==> src/rtl/iq_frame_packer_pkg.sv <==
// Shared constants and types for the IQ frame packer: sync word, FSM state
// encoding and header field positions.
package iq_frame_packer_pkg;

  localparam logic [15:0] SYNC_WORD = 16'hA5C3;

  typedef logic [1:0] state_t;
  localparam state_t ST_IDLE    = 2'd0;
  localparam state_t ST_HEADER  = 2'd1;
  localparam state_t ST_PAYLOAD = 2'd2;

  localparam int unsigned HDR_SYNC_LSB = 16;
  localparam int unsigned HDR_SEQ_LSB  = 8;
  localparam int unsigned HDR_LEN_LSB  = 0;

endpackage

==> src/rtl/iq_frame_packer_fifo.sv <==
// Show-ahead synchronous FIFO with occupancy output; pointers wrap modulo DEPTH.
module iq_sync_fifo #(
  parameter int unsigned WIDTH = 32,
  parameter int unsigned DEPTH = 32
) (
  input  logic                     clk,
  input  logic                     rst_n,
  input  logic                     i_wr_en,
  input  logic [WIDTH-1:0]         i_wr_data,
  input  logic                     i_rd_en,
  output logic [WIDTH-1:0]         o_rd_data,
  output logic [$clog2(DEPTH):0]   o_level
);

  localparam int unsigned AW = $clog2(DEPTH);

  logic [WIDTH-1:0] r_mem [DEPTH];
  logic [AW-1:0]    r_wr_ptr;
  logic [AW-1:0]    r_rd_ptr;
  logic [AW:0]      r_level;

  always_ff @(posedge clk) begin
    if (i_wr_en) begin
      r_mem[r_wr_ptr] <= i_wr_data;
    end
  end

  always_ff @(posedge clk or negedge rst_n) begin
    if (!rst_n) begin
      r_wr_ptr <= '0;
      r_rd_ptr <= '0;
      r_level  <= '0;
    end else begin
      if (i_wr_en) begin
        r_wr_ptr <= r_wr_ptr + 1'b1;
      end
      if (i_rd_en) begin
        r_rd_ptr <= r_rd_ptr + 1'b1;
      end
      case ({i_wr_en, i_rd_en})
        2'b10:   r_level <= r_level + 1'b1;
        2'b01:   r_level <= r_level - 1'b1;
        default: r_level <= r_level;
      endcase
    end
  end

  assign o_rd_data = r_mem[r_rd_ptr];
  assign o_level   = r_level;

endmodule

==> src/rtl/iq_frame_packer.sv <==
// Packs truncated I/Q samples into 32-bit words and emits them as framed
// bursts (sync/seq/len header followed by payload), with flush for partial frames.
module iq_frame_packer
  import iq_frame_packer_pkg::*;
#(
  parameter int unsigned OUTPUT_WIDTH = 18,
  parameter int unsigned FRAME_LEN    = 16,
  parameter int unsigned FIFO_DEPTH   = 32
) (
  input  logic                          clk,
  input  logic                          rst_n,
  input  logic [OUTPUT_WIDTH-1:0]       i_data,
  input  logic [OUTPUT_WIDTH-1:0]       q_data,
  input  logic                          in_valid,
  output logic                          in_ready,
  input  logic                          enable,
  input  logic                          flush,
  output logic [31:0]                   m_data,
  output logic                          m_valid,
  input  logic                          m_ready,
  output logic                          m_last,
  output logic [15:0]                   frames_sent,
  output logic [$clog2(FIFO_DEPTH):0]   fifo_level
);

  localparam int unsigned LW = $clog2(FIFO_DEPTH) + 1;

  state_t        r_state;
  logic [7:0]    r_len;
  logic [7:0]    r_cnt;
  logic [7:0]    r_seq;
  logic [15:0]   r_frames;
  logic          r_flush_pend;

  logic          w_accept;
  logic          w_pop;
  logic          w_full_start;
  logic          w_flush_start;
  logic          w_last;
  logic [31:0]   w_wr_word;
  logic [31:0]   w_head;
  logic [31:0]   w_hdr;
  logic [LW-1:0] w_level;

  assign w_wr_word = {i_data[OUTPUT_WIDTH-1 -: 16], q_data[OUTPUT_WIDTH-1 -: 16]};

  if (OUTPUT_WIDTH > 16) begin : g_trunc
    logic w_unused;
    assign w_unused = ^{i_data[OUTPUT_WIDTH-17:0], q_data[OUTPUT_WIDTH-17:0]};
  end

  // rst_n gates in_ready so it reads low throughout reset
  assign in_ready      = rst_n & enable & (w_level < LW'(FIFO_DEPTH));
  assign w_accept      = in_valid & in_ready;
  assign w_pop         = (r_state == ST_PAYLOAD) & m_ready;
  assign w_full_start  = (r_state == ST_IDLE) & (w_level >= LW'(FRAME_LEN));
  assign w_flush_start = (r_state == ST_IDLE) & ~w_full_start & r_flush_pend & (w_level != '0);
  assign w_last        = (r_state == ST_PAYLOAD) & (r_cnt == (r_len - 8'd1));

  iq_sync_fifo #(
    .WIDTH (32),
    .DEPTH (FIFO_DEPTH)
  ) u_fifo (
    .clk       (clk),
    .rst_n     (rst_n),
    .i_wr_en   (w_accept),
    .i_wr_data (w_wr_word),
    .i_rd_en   (w_pop),
    .o_rd_data (w_head),
    .o_level   (w_level)
  );

  always_comb begin
    w_hdr = '0;
    w_hdr[HDR_SYNC_LSB +: 16] = SYNC_WORD;
    w_hdr[HDR_SEQ_LSB  +: 8]  = r_seq;
    w_hdr[HDR_LEN_LSB  +: 8]  = r_len;
  end

  always_comb begin
    m_data  = '0;
    m_valid = 1'b0;
    case (r_state)
      ST_HEADER: begin
        m_data  = w_hdr;
        m_valid = 1'b1;
      end
      ST_PAYLOAD: begin
        m_data  = w_head;
        m_valid = 1'b1;
      end
      default: ;
    endcase
  end

  assign m_last      = w_last;
  assign frames_sent = r_frames;
  assign fifo_level  = w_level;

  always_ff @(posedge clk or negedge rst_n) begin
    if (!rst_n) begin
      r_state  <= ST_IDLE;
      r_len    <= '0;
      r_cnt    <= '0;
      r_seq    <= '0;
      r_frames <= '0;
    end else begin
      case (r_state)
        ST_IDLE: begin
          if (w_full_start) begin
            r_state <= ST_HEADER;
            r_len   <= 8'(FRAME_LEN);
          end else if (w_flush_start) begin
            r_state <= ST_HEADER;
            r_len   <= 8'(w_level);
          end
        end
        ST_HEADER: begin
          if (m_ready) begin
            r_state <= ST_PAYLOAD;
            r_cnt   <= '0;
          end
        end
        ST_PAYLOAD: begin
          if (m_ready) begin
            if (w_last) begin
              r_state  <= ST_IDLE;
              r_seq    <= r_seq + 8'd1;
              r_frames <= r_frames + 16'd1;
            end else begin
              r_cnt <= r_cnt + 8'd1;
            end
          end
        end
        default: r_state <= ST_IDLE;
      endcase
    end
  end

  // A full frame started while a flush is pending leaves the flush armed
  always_ff @(posedge clk or negedge rst_n) begin
    if (!rst_n) begin
      r_flush_pend <= 1'b0;
    end else if (flush) begin
      r_flush_pend <= 1'b1;
    end else if (w_flush_start) begin
      r_flush_pend <= 1'b0;
    end else if ((r_state == ST_IDLE) && (w_level == '0)) begin
      r_flush_pend <= 1'b0;
    end
  end

endmodule

==> config.mk <==
export PLATFORM = sky130hd
export DESIGN_NAME = iq_frame_packer
export DESIGN_NICKNAME = d
export VERILOG_FILES = /design/src/rtl/iq_frame_packer_pkg.sv /design/src/rtl/iq_frame_packer_fifo.sv /design/src/rtl/iq_frame_packer.sv
export SDC_FILE = /design/constraint.sdc
export NUM_CORES = 1
export LEC_CHECK = 0
export CAP_MARGIN = 10
export CORE_ASPECT_RATIO = 1.1
export CORE_MARGIN = 5
export CORE_UTILIZATION = 37
export DETAILED_ROUTE_END_ITERATION = 12
export GPL_TIMING_DRIVEN = 0
export SYNTH_ARGS = -nofsm -noshare
export SYNTH_HDL_FRONTEND = slang
export SYNTH_HIERARCHICAL = 1
export SYNTH_SLANG_ARGS = --single-unit
==> constraint.sdc <==
create_clock -name clk -period 7.3 [get_ports clk]
set_clock_uncertainty 0.1 [all_clocks]
set_input_delay 1.095 -clock clk [delete_from_list [all_inputs] [get_ports clk]]
set_output_delay 1.095 -clock clk [all_outputs]
set_load 0.02 [all_outputs]
# Word-level counts from Yosys, hierarchy flattened

Memories as Yosys holds them, arrays and structs flattened.
Index checks and enable logic that the tools add are counted.
Widths: inputs -> output; s select.

Add/subtract/negate cells: 8
$lt $le $gt $ge: 2
Eq/ne operators: 10
Mux-type cells: 20
Bitwise gates (word level): 10
Reductions and logical operators: 13

Operator list:

| cell                  | number |
|---|---|
| $pmux 32 s2           | 1 |
| $mux 8                | 5 |
| $add 16x1->16 const B | 1 |
| $add 8x1->8 const B   | 2 |
| $pmux 8 s2            | 1 |
| $pmux 6 s2            | 1 |
| $add 5x1->5 const B   | 2 |
| $mux 2                | 5 |
| $and 1x1->1           | 9 |
| $eq 8x8->1            | 1 |
| $ne 2x2->1 const B    | 4 |
| $reduce_and 4->1      | 2 |
| $sub 8x1->8 const B   | 1 |
| $add 6x1->6 const B   | 1 |
| $ge 6x5->1 const B    | 1 |
| $logic_not 6->1       | 1 |
| $lt 6x6->1 const B    | 1 |
| $mux 1                | 6 |
| $pmux 2 s3            | 1 |
| $reduce_bool 2->1     | 3 |
| $reduce_bool 6->1     | 1 |
| $sub 6x1->6 const B   | 1 |
| $eq 2x1->1 const B    | 2 |
| $eq 2x2->1 const B    | 2 |
| other kinds (8)       | 8 |

Register bits: 59
Bits in writable memories: 1024
Input port bits: 42
Output and inout bits: 57
Memories kept: 1

Memory list:

| memory       | depth | width | read ports | clocked after memory_dff | write ports | RTL line                   | RTL |
|---|---|---|---|---|---|---|---|
| u_fifo.r_mem | 32    | 32    | 1          | 0                        | 1           | iq_frame_packer_fifo.sv:17 | `logic [WIDTH-1:0] r_mem [DEPTH];` |

# Longest topological paths before layout

Gate-level depths: netlist of the first run.

Word-level depth: 9
Depth in mapped cells: 13
Mapped depth without buffers: 11

# Hierarchy

Netlist of the first run, hierarchy kept.

By module, submodules not included:

| module          | times used | cells each | area each (sq um) |
|---|---|---|---|
| iq_sync_fifo    | 1          | 1738       | 39567.9 |
| iq_frame_packer | 1          | 292        | 2658.8 |

# Least setup slack after synthesis of the first run

OpenSTA, ideal clock, no wires.

Path type: input -> register
From: input port rst_n
To: memory u_fifo.r_mem[31][0], enable pin
Arrival time: 3.565 ns
Data required time: 6.779 ns
Path slack: 3.214 ns
Stages on the path: 7
Buffers on the path: 2
Cell sequence: nand2_1 nor2_1 and2_1 clkbuf_1 nand2_1 clkbuf_1 nor2_1

Cells in the longest elaborated chain, start to end: 5

Ends and longest elaborated chain:

| what                         | RTL line                   | RTL |
|---|---|---|
| from (decl)                  | iq_frame_packer.sv:11      | `input logic rst_n,` |
| $and 1x1->1 (2 in series)    | iq_frame_packer.sv:53      | `assign in_ready = rst_n & enable & (w_level < LW'(FIFO_DEPTH));` |
| named net in_ready           | iq_frame_packer.sv:15      | `output logic in_ready,` |
| $and 1x1->1                  | iq_frame_packer.sv:54      | `assign w_accept = in_valid & in_ready;` |
| named net w_accept           | iq_frame_packer.sv:35      | `logic w_accept;` |
| $mux 1                       | iq_frame_packer_fifo.sv:23 | `if (i_wr_en) begin` |
| $mux 1 (implied by the code) | iq_frame_packer_fifo.sv:24 | `r_mem[r_wr_ptr] <= i_wr_data;` |
| to (decl)                    | iq_frame_packer_fifo.sv:17 |  |

The timed path passes the listed nets, and every way through them passes these cells.

# Worst setup path in the final report of the first run

From: register u_fifo.r_rd_ptr[2]
To: output port m_data[14]

Cells in the longest elaborated chain, start to end: 2

Ends and longest elaborated chain:

| what                   | RTL line                   | RTL |
|---|---|---|
| from (decl)            | iq_frame_packer_fifo.sv:19 | `logic [AW-1:0] r_rd_ptr;` |
| from (signal assigned) | iq_frame_packer_fifo.sv:38 | `r_rd_ptr <= r_rd_ptr + 1'b1;` |
| $mem_v2 32x32          | n/a                        |  |
| named net w_head[14]   | iq_frame_packer.sv:41      | `logic [31:0] w_head;` |
| $pmux 32 s2            | iq_frame_packer.sv:83      | `case (r_state)` |
| to (decl)              | iq_frame_packer.sv:18      | `output logic [31:0] m_data,` |

The timed path passes the listed nets, and every way through them passes these cells.

==> impl_metrics.ini, run 1 <==
[timing]
fin_ws_ns = 1.47
fin_crit_sh = 0.799
min_period_ns = 5.83
finalSetupViolations = 0
fmax_mhz = 172
drv_slew = 0
hold_violations = 0
worst_hold_slack_ns = 0.374
slew_headroom = 0.228
rsz0062_at_grt = no
tightest_slew_ns = 1.15

[clock_network]
postCtsSetupRepairBufs = 0
htree_levels = 3
cts_made_buffers = 107
clockBufferDepth = 3
clkTransAtPathRegs_ns = 0.06
clock-sinks = 1081
hold_buffers = 0
cts_tree = done
ctsResizeCount = 0
clk_latency_ns = 0.68
cts.root.buffer_cell = clkbuf_16

[setup_path]
worstSetupPathType = reg2out
critical-path-max-stage-delay_ns = 0.70
critPathCaptureType = output port
worstPathCellList = buf_6 > and2_1 > clkbuf_1 > nand2b_1 > clkbuf_1 > o22ai_1 > a211oi_2 > a22oi_1 > nor2b_1 > clkdlybuf4s50_1
cp.required_ns = 6.11
crit_fanout = 10
reg2reg_depth = 12
cpMaxStageDelayCell = clkbuf_1
critPathLaunchType = flop
cp-startpoint = u_fifo/r_rd_ptr[2]
cpMostUsedCell = clkbuf_1
r2r_start = r_state[0]
arrival_ns = 4.64
reg2reg_to = u_fifo/o_level[4]
r2r_slack_ns = 3.67

[logic_synthesis]
synthDistinctLibCells = 59
synth-main-ff-cell = edfxtp_1
synthMostInstantiatedCell = edfxtp_1
synthesis.area_um2 = 42200
synth_compound_area_frac = 0.0457
ys_seq_area_frac = 0.762
yosys-top-cells-count = 1024 x edfxtp_1, 224 x mux4_2, 68 x mux2i_1, 64 x o22ai_1, 57 x dfrtp_1
synth_top_area_share = 0.728
synthTopCellsByArea = edfxtp_1 73%, mux4_2 12%, dfrtp_1 3.4%, mux2i_1 1.6%, o22ai_1 0.95%
yosys.area_share.simple = 0.0252
syn_area_per_cell_um2 = 20.8
synth_nets = 2087
synth_edf_count = 1024
ys_warn_count = 6
synth_top_family_by_area = multiplexers
synthMuxAreaShare = 0.137
syn_inst = 2030
ys_ff_latch = 1081
synth_fa_ha_area_frac = 0.00444
async_reset_ff_frac = 0.0527
yosysTopAreaCell = edfxtp_1
synth-xor-area-share = 0.00913

[routing]
vias = 21400
ant_nets = 0
routed_wl_um = 106000
routedWlPerCell_um = 27.3
routed_via_density = 5.52
route.detailed.drc = 0
drtIter0Drc = 2032
dr.pass1.iters = 7

[placed_design]
dp_hpwl_um = 71300
gp_congestion = 0.800
dpl_cell_area_um2 = 46000
portBuffers = 94
pre_cts_slack_ns = 2.16

[hold_path]
hp-start = frames_sent[15]
min_path_type = reg2reg
min_to = frames_sent[15]
holdPathStages = 1

[layout]
fill_cells = 9651
drive_above_1_share = 0.234
multiInputGateArea_um2 = 9600
area_delta_synth_final_pct = 17.2
regArea_um2 = 32200
fin_util = 0.435
post-route-cell-area_um2 = 49500
fin_nets = 2327

[power]
vdd_ir_drop_max_uv = 213
p_per_area_nw_per_um2 = 352
p_leak_uw = 0.0156

[grt]
grt_start_max_net_pins = 59
grt_util_all_layers = 0.172
antenna_found_initial = 1
grt_pass1_wl_um = 154000
grt_overflow = 0
grt_pass1_vias = 22100

[floorplan]
boundaryPins = 99
coreArea_um2 = 114000
fp.dieH_um = 364
die_area_um2 = 121000
die_x_um = 332
num_rows = 130
start_util = 0.371

[status]
status = finished clean

[job]
maxCapViolations = 0
==> state kept, by name (all words and copies together), names as in the netlist <==
signal,cells
r_state,2
r_seq,8
u_fifo/o_level,6
r_len,6
u_fifo/r_mem,1024
frames_sent,16
u_fifo/r_rd_ptr,5
r_cnt,8
u_fifo/r_wr_ptr,5
r_flush_pend,1
==> cell type report <==
class,instances,share of cell area
sequential,1081,0.650
antenna,2,0.000101
buffer,121,0.0130
clock inverter,62,0.0128
timing repair buffer,131,0.0345
multi-input combinational,815,0.194
clock buffer,132,0.0564
inverter,13,0.000986
tap,1518,0.0384
==> power breakdown <==
part | internal [uW] | switching (uW)
Clock | 3130 | 2260
Combinational | 2100 | 2890
Sequential | 6920 | 108
==> critical path, delay by kind of cell (launching register included) <==
| family | cells | cell delay [ns] |
|---|---|---|
| DFF | 1 | 0.37 |
| AOI/OAI and AO/OA | 3 | 1.06 |
| and+or+nand+nor | 3 | 0.76 |
| buffers and inverters | 4 | 1.75 |
==> metal layers <==
metal  global-route usage  up-vias  routed length (um)
met4               0.0549        0                2850
met3               0.0321      170                6990
met5                    0        -                   0
met2                0.299      810               53900
li1                     -     8976                   -
met1                0.221    11400               42100
==> cells in the final DEF (no fill, tap or decap), types with 32 or more instances in the layout <==
cell,Yosys,layout
edfxtp_1,1024,1024
dfrtp_1,57,57
clkbuf_1,53,77
nor2_4,0,32
a21oi_1,46,46
mux2i_1,68,68
a22oi_1,47,47
buf_2,35,36
clkdlybuf4s50_1,0,93
o22ai_1,64,64
clkbuf_16,0,108
mux4_2,224,224
o221ai_1,34,34
==> worst max-delay path by stage <==
stage | slack (ns) | endpoint
3_3_place_gp | -1.73 | u_fifo/r_mem[31][14]
3_5_place_dp | 2.16 | m_data[15]
5_1_grt | 1.23 | m_data[15]
4_1_cts | 1.41 | m_data[15]
2_1_floorplan | 3.21 | u_fifo/r_mem[31][0]
6_report | 1.47 | m_data[14]
==> cells by family after synthesis <==
kind of cell	after synthesis
DFF	1081
muxes	298
AOI/OAI and AO/OA	257
and+or+nand+nor	201
buffers and inverters	134
xor gates and xnor gates	44
adders and majority gates	15
==> through the flow <==
step,setup TNS (ns),total power (uW),cells
5_1_grt,0,18100,3873
3_5_place_dp,0,12200,3677
2_1_floorplan,0,10300,2030
4_1_cts,0,17600,3871
6_report,0,17400,3875
3_3_place_gp,-1356.48,12000,3642
Power figures use the tool's default switching activity.
==> run 2, diff against run 1 <==
Clock period 7.3 ns to 5.1 ns, I/O delays scaled along.
==> run 2 against run 1 <==
Net effect: via count is essentially flat; die area is the same; non-clock buffer count is the same; global-route usage is essentially flat; sequential power grew 44%; sequential share of layout area shrank 0.056 points; first-iteration DRC count shrank 0.74%; largest power group unchanged; register-to-register slack lost 2.2 ns; routed wire length is essentially flat; flip-flop and latch count is the same; cell area is essentially flat; combinational power grew 44%.
==> impl_metrics.ini, run 2 (synthesis results as in run 1) <==
[floorplan]
fp.dieH_um = 364
coreArea_um2 = 114000
num_rows = 130
die_x_um = 332
boundaryPins = 99
start_util = 0.371
die_area_um2 = 121000

[layout]
layout_common_cells = 1024 x edfxtp_1, 224 x mux4_2, 108 x clkbuf_16, 93 x clkdlybuf4s50_1, 68 x mux2i_1
area_delta_synth_final_pct = 17.3
largest_reg_flops = 1024
regArea_um2 = 32200
fin_nets = 2327
final_cells = 3877
multiInputGateArea_um2 = 9620
drive_above_1_share = 0.240
final_common_cell = edfxtp_1
post-route-cell-area_um2 = 49600
top_register = u_fifo/r_mem
fill_cells = 9653

[timing]
drv_slew = 0
rsz0062_at_grt = no
fin_crit_sh = 0.982
tightest_slew_ns = 1.16
fmax_mhz = 200
finalSetupViolations = 0
min_period_ns = 5.01
hold_violations = 0
slew_headroom = 0.222

[setup_path]
cpMaxStageDelayCell = clkbuf_1
critical-path-max-stage-delay_ns = 0.68
r2r_slack_ns = 1.46
reg2reg_to = u_fifo/o_level[4]
crit_fanout = 10
worstSetupPathType = reg2out
cp.required_ns = 4.24
worstPathCellList = buf_6 > nor2b_1 > clkbuf_1 > clkbuf_1 > a22oi_1 > a211oi_2 > a22oi_1 > nor2b_1 > clkdlybuf4s50_1
critPathLaunchType = flop
r2r_start = r_state[0]
critPathCaptureType = output port
arrival_ns = 4.14
reg2reg_depth = 12

[clock_network]
cts_made_buffers = 107
clock-sinks = 1081
postCtsSetupRepairBufs = 0
cts_tree = done
cts.root.buffer_cell = clkbuf_16
htree_levels = 3
hold_buffers = 0
clk_latency_ns = 0.68
clkTransAtPathRegs_ns = 0.06
clockBufferDepth = 3

[routing]
ant_nets = 0
dr.pass1.iters = 7
routedWlPerCell_um = 27.3
vias = 21400
route.detailed.drc = 0
drtIter0Drc = 2017
routed_wl_um = 106000
routed_via_density = 5.52

[grt]
grtUsageMet1 = 0.221
use_met3 = 0.0320
grt.met2_usage = 0.299
grt_pass1_vias = 22100
grt_util_all_layers = 0.172
grt_overflow = 0
grt_start_max_net_pins = 59
grt_pass1_wl_um = 154000
busiest_layer = met2
antenna_found_initial = 1

[power]
p_per_area_nw_per_um2 = 504
total_power_uw = 25000
p_leak_uw = 0.0156
vdd_ir_drop_max_uv = 293

[placed_design]
gp_congestion = 0.800
dpl_cell_area_um2 = 46000
dpl.cell_count = 3677
portBuffers = 94
dp_hpwl_um = 71300

[status]
status = finished clean

[hold_path]
min_path_type = in2async

[job]
maxCapViolations = 0
-- run 2: cell types whose count changed in the layout (fill, tap and decap cells not counted), sizes merged --
cell and delta:
clkbuf +1, diode +2, buf -1
-- run 2: final cells by class --
cell class              count  share of cell area
clock buffers             132              0.0564
multi-input cells         815               0.194
flip-flops and latches   1081               0.649
clock inverters            62              0.0128
inverters                  13            0.000985
well taps                1518              0.0383
diodes                      4            0.000202
plain buffers             121              0.0134
repair buffers            131              0.0345
-- run 2: layer usage --
layer  wire [um]  vias to the layer above
li1            -                     8974
met1       42100                    11400
met2       53900                      815
met3        6940                      169
met4        2740                        0
met5           0                        -
-- run 2: worst max path at each step --
stage	startpoint	end
finish	u_fifo/r_rd_ptr[2]	m_data[9]
global route	u_fifo/r_rd_ptr[1]	m_data[15]
CTS	u_fifo/r_rd_ptr[2]	m_data[15]
detailed placement	u_fifo/r_rd_ptr[2]	m_data[15]
global placement	rst_n	u_fifo/r_mem[31][14]
floorplan	rst_n	u_fifo/r_mem[31][0]
-- run 2: worst max-delay path, delay by kind of cell, from the launching register on --
kind | cells | cell delay, ns
AOI/OAI and AO/OA | 3 | 0.82
and+or+nand+nor | 2 | 0.35
DFF | 1 | 0.34
buffers and inverters | 4 | 1.91
-- run 2: per-stage QoR --
| step | hold WS, ns | worst slack, ns | setup TNS [ns] | utilization |
|---|---|---|---|---|
| 2_1_floorplan | 0.342 | 1.34 | 0 | - |
| 3_3_place_gp | 0.357 | -3.60 | -3275.68 | 0.396 |
| 3_5_place_dp | 0.370 | 0.286 | 0 | 0.404 |
| 4_1_cts | 0.0880 | 0.00255 | 0 | 0.435 |
| 5_1_grt | 0.138 | 0.0204 | 0 | 0.435 |
| 6_report | 0.0827 | 0.0924 | 0 | 0.435 |
-- run 2: what timing repair did --
item	in CTS	in global routing
pin swaps	0	1
resized for setup	10	18
endpoints found under the setup margin	16	7
-- run 2: report_power, final --
| group | internal (uW) | leakage, uW | switching (uW) |
|---|---|---|---|
| Sequential | 9900 | 0.00995 | 155 |
| Clock | 4480 | 0.00166 | 3240 |
| Combinational | 3020 | 0.00401 | 4160 |
==> run 3, diff against run 2 <==
Settings changed: GPL_ROUTABILITY_DRIVEN set to 0, SYNTH_HIERARCHICAL 1 to unset.
==> run 3 against run 2 <==
Net effect: cell area up 0.49%; flip-flop and latch count unchanged; register-to-register slack worse by 0.08 ns; utilization up 0.21 points; critical path depth down 2; die area about the same; synthesized area about the same; final cell count down 3.0%; sequential share of layout area down 0.32 points; global-route usage down 0.14 points; critical endpoint is now m_data[13]; sequential power about the same.
==> impl_metrics.ini, run 3 <==
[floorplan]
die_area_um2 = 121000
die_x_um = 332
boundaryPins = 99
num_rows = 130
fp.dieH_um = 364
coreArea_um2 = 114000
start_util = 0.371

[grt]
grt_start_max_net_pins = 59
grt_pass1_vias = 21400
grt_overflow = 0
antenna_found_initial = 4
grt_pass1_wl_um = 151000
grt_util_all_layers = 0.171

[logic_synthesis]
synthesis.area_um2 = 42300
synthMostInstantiatedCell = edfxtp_1
synth_edf_count = 1024
syn_area_per_cell_um2 = 22.1
yosysTopAreaCell = edfxtp_1
synthDistinctLibCells = 58
async_reset_ff_frac = 0.0527
synthTopCellsByArea = edfxtp_1 73%, mux4_2 16%, dfrtp_1 3.4%, mux2_2 1.3%, nor2_1 0.76%
ys_warn_count = 0
synth_nets = 1970
yosys-top-cells-count = 1024 x edfxtp_1, 298 x mux4_2, 86 x nor2_1, 58 x clkbuf_1, 57 x dfrtp_1
synth_top_area_share = 0.728
synth-main-ff-cell = edfxtp_1
syn_inst = 1912
ys_ff_latch = 1081
ys_seq_area_frac = 0.761

[setup_path]
critical-path-max-stage-delay_ns = 0.72
worstPathCellList = inv_1 > ha_1 > clkbuf_1 > nand2_1 > clkbuf_1 > o31ai_2 > clkdlybuf4s50_1
critPathCaptureType = output port
cp.required_ns = 4.24
arrival_ns = 4.11
worstSetupPathType = reg2out
crit_fanout = 10
cp_top_family = buffers and inverters
cpMostUsedCell = clkbuf_1
path_buf_inv = 4
cpMaxStageDelayCell = clkdlybuf4s50_1
reg2reg_depth = 13
cp.depth = 7
critPathLaunchType = flop

[power]
pwr-share-clk = 0.315
p_leak_uw = 0.0155
p_per_area_nw_per_um2 = 498
p_int_uw = 17600
pwr-share-comb = 0.278
vdd_ir_drop_max_uv = 359
p_seq_frac = 0.407
total_power_uw = 24800
sw_frac_of_total = 0.291
switchingPower_uw = 7200

[layout]
area_delta_synth_final_pct = 17.8
top_register = u_fifo.r_mem
final_cells = 3761
fin_nets = 2207
layout_common_cells = 1024 x edfxtp_1, 298 x mux4_2, 109 x clkbuf_16, 93 x clkdlybuf4s50_1, 57 x dfrtp_1
final_common_cell = edfxtp_1
largest_reg_flops = 1024
drive_above_1_share = 0.296

[placed_design]
dpl.cell_count = 3556
portBuffers = 94
dp_hpwl_um = 69300

[timing]
finalSetupViolations = 0
fmax_mhz = 201
tightest_slew_ns = 1.23
rsz0062_at_grt = no
fin_crit_sh = 0.976
tns_ns = 0
slew_headroom = 0.177
min_period_ns = 4.98
hold_violations = 0
drv_slew = 0

[clock_network]
clock-sinks = 1081
cts.root.buffer_cell = clkbuf_16
cts_made_buffers = 108
clockBufferDepth = 3
htree_levels = 3
clkTransAtPathRegs_ns = 0.06
hold_buffers = 0
clk_latency_ns = 0.70
postCtsSetupRepairBufs = 0
cts_tree = done

[routing]
routed_via_density = 5.43
routed_wl_um = 105000
routedWlPerCell_um = 27.9
dr.pass1.iters = 5
route.detailed.drc = 0
drtIter0Drc = 2130
ant_nets = 0
vias = 20400

[job]
maxCapViolations = 0

[hold_path]
min_path_type = in2async

[status]
status = finished clean
## run 3: worst paths after layout
check | startpoint | endpoint | slack, ns
min reg2reg | frames_sent[15] | frames_sent[15] | 0.37
max in group asynchronous | rst_n | frames_sent[3] | 4.26
max reg2reg | r_state[0] | u_fifo.o_level[4] | 1.38
max | r_state[0] | m_data[13] | 0.12
min in group clk | frames_sent[15] | frames_sent[15] | 0.37
min | rst_n | u_fifo.r_wr_ptr[2] | 0.08
## run 3: final cells by class
class	instances	area (um2)
Tap cell	1518	1900
Clock inverter	59	578
Clock buffer	142	2910
Sequential cell	1081	32200
Antenna cell	3	7.51
Fill cell	9674	64100
Timing Repair Buffer	129	1640
Multi-Input combinational cell	717	9930
Buffer	99	602
Inverter	13	48.8
## run 3: power groups by stage
stage	logic, uW	registers, uW	clock network [uW]
finish	6880	10100	7820
CTS	6950	10100	7950
global route	7280	10100	8330
floorplan	4460	10200	0
detailed placement	6780	10200	0
global placement	6600	10200	0
## run 3: stage by stage
stage,setup slack [ns],cell area (um2),util,hold slack [ns]
after detailed placement,-0.264,46000,0.404,0.369
after floorplan,1.37,42300,-,0.345
after global placement,-3.93,45100,0.396,0.356
final,0.123,49800,0.437,0.0792
after global routing,0.0112,49800,0.437,0.124
after CTS,-0.00363,49700,0.437,0.0801
## run 3: kinds of logic (layout without fill, tap and decap cells)
kind of cell	Yosys count	after routing	synth area share
buf+inv	114	442	0.0110
mux	362	362	0.175
other cells	0	3	0
compound gates	87	87	0.0147
simple gates	206	206	0.0232
xor+xnor	46	46	0.00953
fa+ha+maj	16	16	0.00474
flops	1081	1081	0.761
## run 3: metal layers
metal	GRT usage	up-vias	wire, um
li1	-	8518	-
met1	0.217	11000	40800
met2	0.304	762	54400
met3	0.0329	164	6860
met4	0.0451	4	2750
met5	0	-	31
## run 3: repair_timing
item | 4_1_cts | 5_1_grt
cloned | 0 | 0
endpoints found under the setup margin | 32 | 21
hold endpoints to repair | 0 | 0
resized for setup | 118 | 14
